`src/rtl/booth_r4_seq_mul.sv`:
```
// booth_r4_seq_mul: iterative signed multiplier, one modified radix-4 Booth
// digit per clock. The multiplicand is sign-extended to 2*WIDTH and shifted
// left by two each step. The multiplier window slides down an arithmetic
// right-shifted copy of {b, 1'b0}.
//
// Optional feature macro: BOOTH_SEQ_ZERO_SKIP_EN
//   When it is defined, RUN ends as soon as the unprocessed multiplier bits
//   are all zeros or all ones. Every remaining digit is then 0, so the
//   product is unchanged.
//
// Handshake: a transfer happens on a rising edge where valid and ready are
// both high. The producer holds its data while valid is high and ready is
// low. On the input side, in_ready is high in IDLE, and also in DONE when
// out_ready is high, so a new operand pair can enter on the same edge that
// the result is taken.
module booth_r4_seq_mul #(
  parameter int WIDTH = 8
) (
  input  logic               clk,
  input  logic               rst_n,
  input  logic               in_valid,
  output logic               in_ready,
  input  logic [WIDTH-1:0]   a,
  input  logic [WIDTH-1:0]   b,
  output logic               out_valid,
  input  logic               out_ready,
  output logic [2*WIDTH-1:0] product,
  output logic               busy
);

  localparam int N  = WIDTH / 2;
  localparam int PW = 2 * WIDTH;
  localparam int KW = $clog2(N) + 1;

  typedef enum logic [1:0] {IDLE, RUN, DONE} state_t;

  state_t          state;
  logic [PW-1:0]   m;
  logic [PW-1:0]   acc;
  logic [WIDTH:0]  q;
  logic [KW-1:0]   k;

  logic [PW-1:0]   term;
  logic            cin;
  logic [PW-1:0]   acc_next;
  logic [WIDTH:0]  q_next;
  logic            last_digit;
  logic            finish_run;
  logic            accept;

  assign in_ready = (state == IDLE) || ((state == DONE) && out_ready);
  assign accept   = in_valid && in_ready;

  // Recode the current 3-bit window into a Booth digit and form d*M.
  // Negative digits use the inverted term plus a carry-in at bit 0.
  always_comb begin
    term = '0;
    cin  = 1'b0;
    case (q[2:0])
      3'b001, 3'b010: term = m;
      3'b011:         term = m << 1;
      3'b100: begin
        term = ~(m << 1);
        cin  = 1'b1;
      end
      3'b101, 3'b110: begin
        term = ~m;
        cin  = 1'b1;
      end
      default:        term = '0;
    endcase
  end

  assign acc_next   = acc + term + {{(PW-1){1'b0}}, cin};
  // Arithmetic shift keeps the unprocessed bits sign-extended above the window.
  assign q_next     = {q[WIDTH], q[WIDTH], q[WIDTH:2]};
  assign last_digit = (k == KW'(N - 1));

`ifdef BOOTH_SEQ_ZERO_SKIP_EN
  // All remaining bits identical means every remaining digit is 0.
  assign finish_run = last_digit || (q_next == '0) || (q_next == '1);
`else
  assign finish_run = last_digit;
`endif

  // Control FSM and datapath registers. out_valid and busy are registered
  // copies of DONE and RUN.
  always_ff @(posedge clk or negedge rst_n) begin
    if (!rst_n) begin
      state     <= IDLE;
      m         <= '0;
      q         <= '0;
      acc       <= '0;
      k         <= '0;
      product   <= '0;
      out_valid <= 1'b0;
      busy      <= 1'b0;
    end else if (accept) begin
      m         <= {{WIDTH{a[WIDTH-1]}}, a};
      q         <= {b, 1'b0};
      acc       <= '0;
      k         <= '0;
      state     <= RUN;
      out_valid <= 1'b0;
      busy      <= 1'b1;
    end else begin
      case (state)
        RUN: begin
          acc <= acc_next;
          m   <= m << 2;
          q   <= q_next;
          k   <= k + 1'b1;
          if (finish_run) begin
            product   <= acc_next;
            state     <= DONE;
            out_valid <= 1'b1;
            busy      <= 1'b0;
          end
        end
        DONE: begin
          if (out_ready) begin
            state     <= IDLE;
            out_valid <= 1'b0;
          end
        end
        default: state <= IDLE;
      endcase
    end
  end

endmodule
```
`config.mk`:
```
export PLATFORM = sky130hd
export DESIGN_NAME = booth_r4_seq_mul
export DESIGN_NICKNAME = d
export VERILOG_FILES = /design/src/rtl/booth_r4_seq_mul.sv
export SDC_FILE = /design/constraint.sdc
export NUM_CORES = 1
export LEC_CHECK = 0
export ABC_CLOCK_PERIOD_IN_PS = 4800
export CELL_PAD_IN_SITES_DETAIL_PLACEMENT = 0
export CELL_PAD_IN_SITES_GLOBAL_PLACEMENT = 2
export CORE_UTILIZATION = 38
export DETAILED_ROUTE_END_ITERATION = 7
export HOLD_SLACK_MARGIN = 0.08
export PLACE_DENSITY_LB_ADDON = 0.1
export SLEW_MARGIN = 20
export SYNTH_ARGS = -nofsm -noshare
export SYNTH_HDL_FRONTEND = slang
export SYNTH_SLANG_ARGS = --single-unit
```
`constraint.sdc`:
```
create_clock -name clk -period 4.8 [get_ports clk]
set_input_delay 0.96 -clock clk [delete_from_list [all_inputs] [get_ports clk]]
set_output_delay 0.96 -clock clk [all_outputs]
set_load 0.005 [all_outputs]
```
==> flow_metrics.env <==
export IMPL_first_iter_violations=120
export IMPL_pin_count=39
export IMPL_dominantRegCellSynth="dfrtp_1"
export IMPL_status="completed"
export IMPL_h_tree_depth=3
export IMPL_holdPathEnd="out_valid"
export IMPL_grtUsageTotal=0.1908
export IMPL_start_util=0.3954
export IMPL_fin_crit_ps=3777
export IMPL_ys_ff_latch=64
export IMPL_dp_cells=565
export IMPL_num_antenna_cells=0
export IMPL_clkTransAtPathRegs_ps=70
export IMPL_cts_root_buf="clkbuf_8"
export IMPL_clockBufferDepth=2
export IMPL_grt_pass1_wl_um=14900
export IMPL_ys_warn_count=0
export IMPL_grt_overflow=0
export IMPL_netlist_instances=416
export IMPL_clkSinkCount=64
export IMPL_globalplace_congestion=0.7708
export IMPL_worstPathArrival_ps=4010
export IMPL_route_detailed_drc=0
export IMPL_die_area_mm2=0.01010
export IMPL_critPathKind="reg2reg"
export IMPL_viasPerCell=5.225
export IMPL_clock_skew_ps=13.05
export IMPL_core_area_mm2=0.009328
export IMPL_wirelength_um=8725
export IMPL_drive_gt1_frac=0.06416
export IMPL_synth_top_area_cell="dfrtp_1"
export IMPL_grt_max_degree=50
export IMPL_syn_nets=454
export IMPL_cp_required_ps=5030
export IMPL_area_growth_pct=18.66
export IMPL_ctsHoldBuffers=0
export IMPL_ctsResizeCount=0
export IMPL_die_y_um=100.5
export IMPL_drv_cap=0
export IMPL_hold_class="reg2reg"
export IMPL_layout_nets=485
export IMPL_synth_cell_types=45
export IMPL_rsz0062_at_grt="no"
export IMPL_r2r_start="q[2]"
export IMPL_fillers=912
export IMPL_ant_nets=0
export IMPL_synth_seq_area_share=0.4342
export IMPL_syn_area_mm2=0.003689
export IMPL_max_freq_ghz=0.2647
export IMPL_whs_path_depth=2
export IMPL_hold_violations=0
export IMPL_synth_avg_cell_area_um2=8.867
export IMPL_setup_violations_final=0
export IMPL_cp_start_kind="flop"
export IMPL_antenna_found_initial=0
export IMPL_hp_start="out_valid"
export IMPL_post_cts_setup_buffers=0
export IMPL_wl_per_cell_um=15.02
export IMPL_numCtsBuffers=9
export IMPL_synth_edff_count=0
export IMPL_yosys_area_top_type_share=0.4342
export IMPL_fp_dieW_um=100.5
export IMPL_vias=3036
export IMPL_drv_slew=0
export IMPL_critPathMaxFanout=21
export IMPL_crit_path_end_kind="flop"
export IMPL_cts_tree="built"
export IMPL_portBuffers=38
export IMPL_synthTopCellsByArea="dfrtp_1, nand2_1, o21ai_0"
export IMPL_tightest_slew_ps=1020
export IMPL_fin_cells=581
export IMPL_rrSetupSlack_ps=1020
export IMPL_relSlewSlack=0.3179
export IMPL_reg2reg_depth=10
export IMPL_dr_pass1_iters=4
export IMPL_period_share=0.7869
export IMPL_fin_setup_tns_ps=0
export IMPL_clk_latency_ps=350
export IMPL_hpwl_um=5915
export IMPL_rows=35
export IMPL_rr_endpoint="product[14]"
export IMPL_grt_pass1_vias=2923
export IMPL_async_reset_ff_frac=1.000
-- worst max-delay path: stages (launching register included) --
cell	delay, ps
dfrtp_1	710
nor2_1	860
a22oi_1	200
o21ai_0	150
ha_1	320
o211ai_2	190
a21oi_2	60
o41a_1	420
o21ai_0	460
o41a_1	220
nand3_1	70
-- registers in the layout, summed over array words and instances, names as in the netlist --
register / cells
acc: 16
out_valid: 1
state: 2
m: 16
k: 3
product: 16
busy: 1
q: 9
-- Yosys cell counts, types with 2 or more instances --
| library cell | instances |
|---|---|
| nand2_1 | 86 |
| dfrtp_1 | 64 |
| o21ai_0 | 49 |
| nand3_1 | 25 |
| xor2_1 | 23 |
| a22oi_1 | 21 |
| nor2_1 | 18 |
| clkbuf_1 | 16 |
| ha_1 | 16 |
| a21oi_1 | 15 |
| a31oi_1 | 11 |
| nand2b_1 | 7 |
| xnor2_1 | 6 |
| inv_1 | 5 |
| a21o_1 | 4 |
| buf_2 | 4 |
| and2_1 | 3 |
| nor2b_1 | 3 |
| o211ai_1 | 3 |
| a21o_2 | 2 |
| a221o_1 | 2 |
| a221oi_1 | 2 |
| fa_1 | 2 |
| nand4_1 | 2 |
| nor3_1 | 2 |
| o21a_1 | 2 |
| o21ai_1 | 2 |
| o311ai_0 | 2 |
| o31ai_1 | 2 |
| o41a_1 | 2 |
-- per-stage QoR --
| step | worst slack, ps | cell area [um^2] | hold WS (ps) | util |
|---|---|---|---|---|
| floorplan | 1782 | 3689 | 437.4 | - |
| global route | 744.3 | 4377 | 507.2 | 0.4692 |
| finish | 1023 | 4377 | 477.9 | 0.4692 |
| detailed placement | 1075 | 4156 | 464.5 | 0.4456 |
| global placement | 1138 | 4156 | 455.0 | 0.4456 |
| CTS | 1067 | 4377 | 482.8 | 0.4692 |
-- layer usage --
metal / GRT usage / share of wire / up-vias / wire (um)
met4: 0.05351 / 0.012 / 0 / 102
met2: 0.2972 / 0.44 / 49 / 3882
li1: - / - / 1547 / -
met3: 0.04092 / 0.027 / 9 / 239
met5: 0 / 0 / - / 0
met1: 0.2679 / 0.52 / 1431 / 4500
-- cell usage in the layout (no fill, tap or decap), types with 3 or more instances in the layout --
master,instances
nand2_1,86
dfrtp_1,64
o21ai_0,49
clkdlybuf4s50_1,37
nand3_1,25
xor2_1,23
a22oi_1,21
nor2_1,18
ha_1,16
a21oi_1,15
a31oi_1,11
clkbuf_8,10
nand2b_1,7
xnor2_1,6
inv_1,5
buf_4,5
a21o_1,4
and2_1,3
o211ai_1,3
clkinv_2,3
-- logic make-up (layout without fill, tap and decap cells) --
| group | after synthesis | in the layout | share of synthesized area |
|---|---|---|---|
| xor+xnor | 29 | 29 | 0.06886 |
| fa+ha+maj | 18 | 18 | 0.06513 |
| buf+inv | 28 | 64 | 0.03460 |
| simple gates | 150 | 150 | 0.1761 |
| mux | 1 | 1 | 0.002714 |
| flops | 64 | 64 | 0.4342 |
| compound gates | 126 | 126 | 0.2185 |
-- worst max path at each step --
stage	from	to
finish	q[2]	product[14]
global route	q[2]	product[14]
CTS	q[2]	product[14]
detailed placement	q[2]	product[14]
global placement	q[2]	product[14]
floorplan	q[2]	product[14]
-- layout make-up --
class / instances / area, um^2 / share of cell area
clock buffer: 10 / 137.6 / 0.03145
inverter: 5 / 18.77 / 0.004288
multi-input combinational: 324 / 1962 / 0.4483
clock inverter: 6 / 82.58 / 0.01887
timing repair buffer: 43 / 412.9 / 0.09434
sequential: 64 / 1602 / 0.3659
tap: 129 / 161.4 / 0.03688
Power is left out: the tool's default activity adds up to more than one toggle a clock period on the data nets, which glitch-free logic cannot reach.
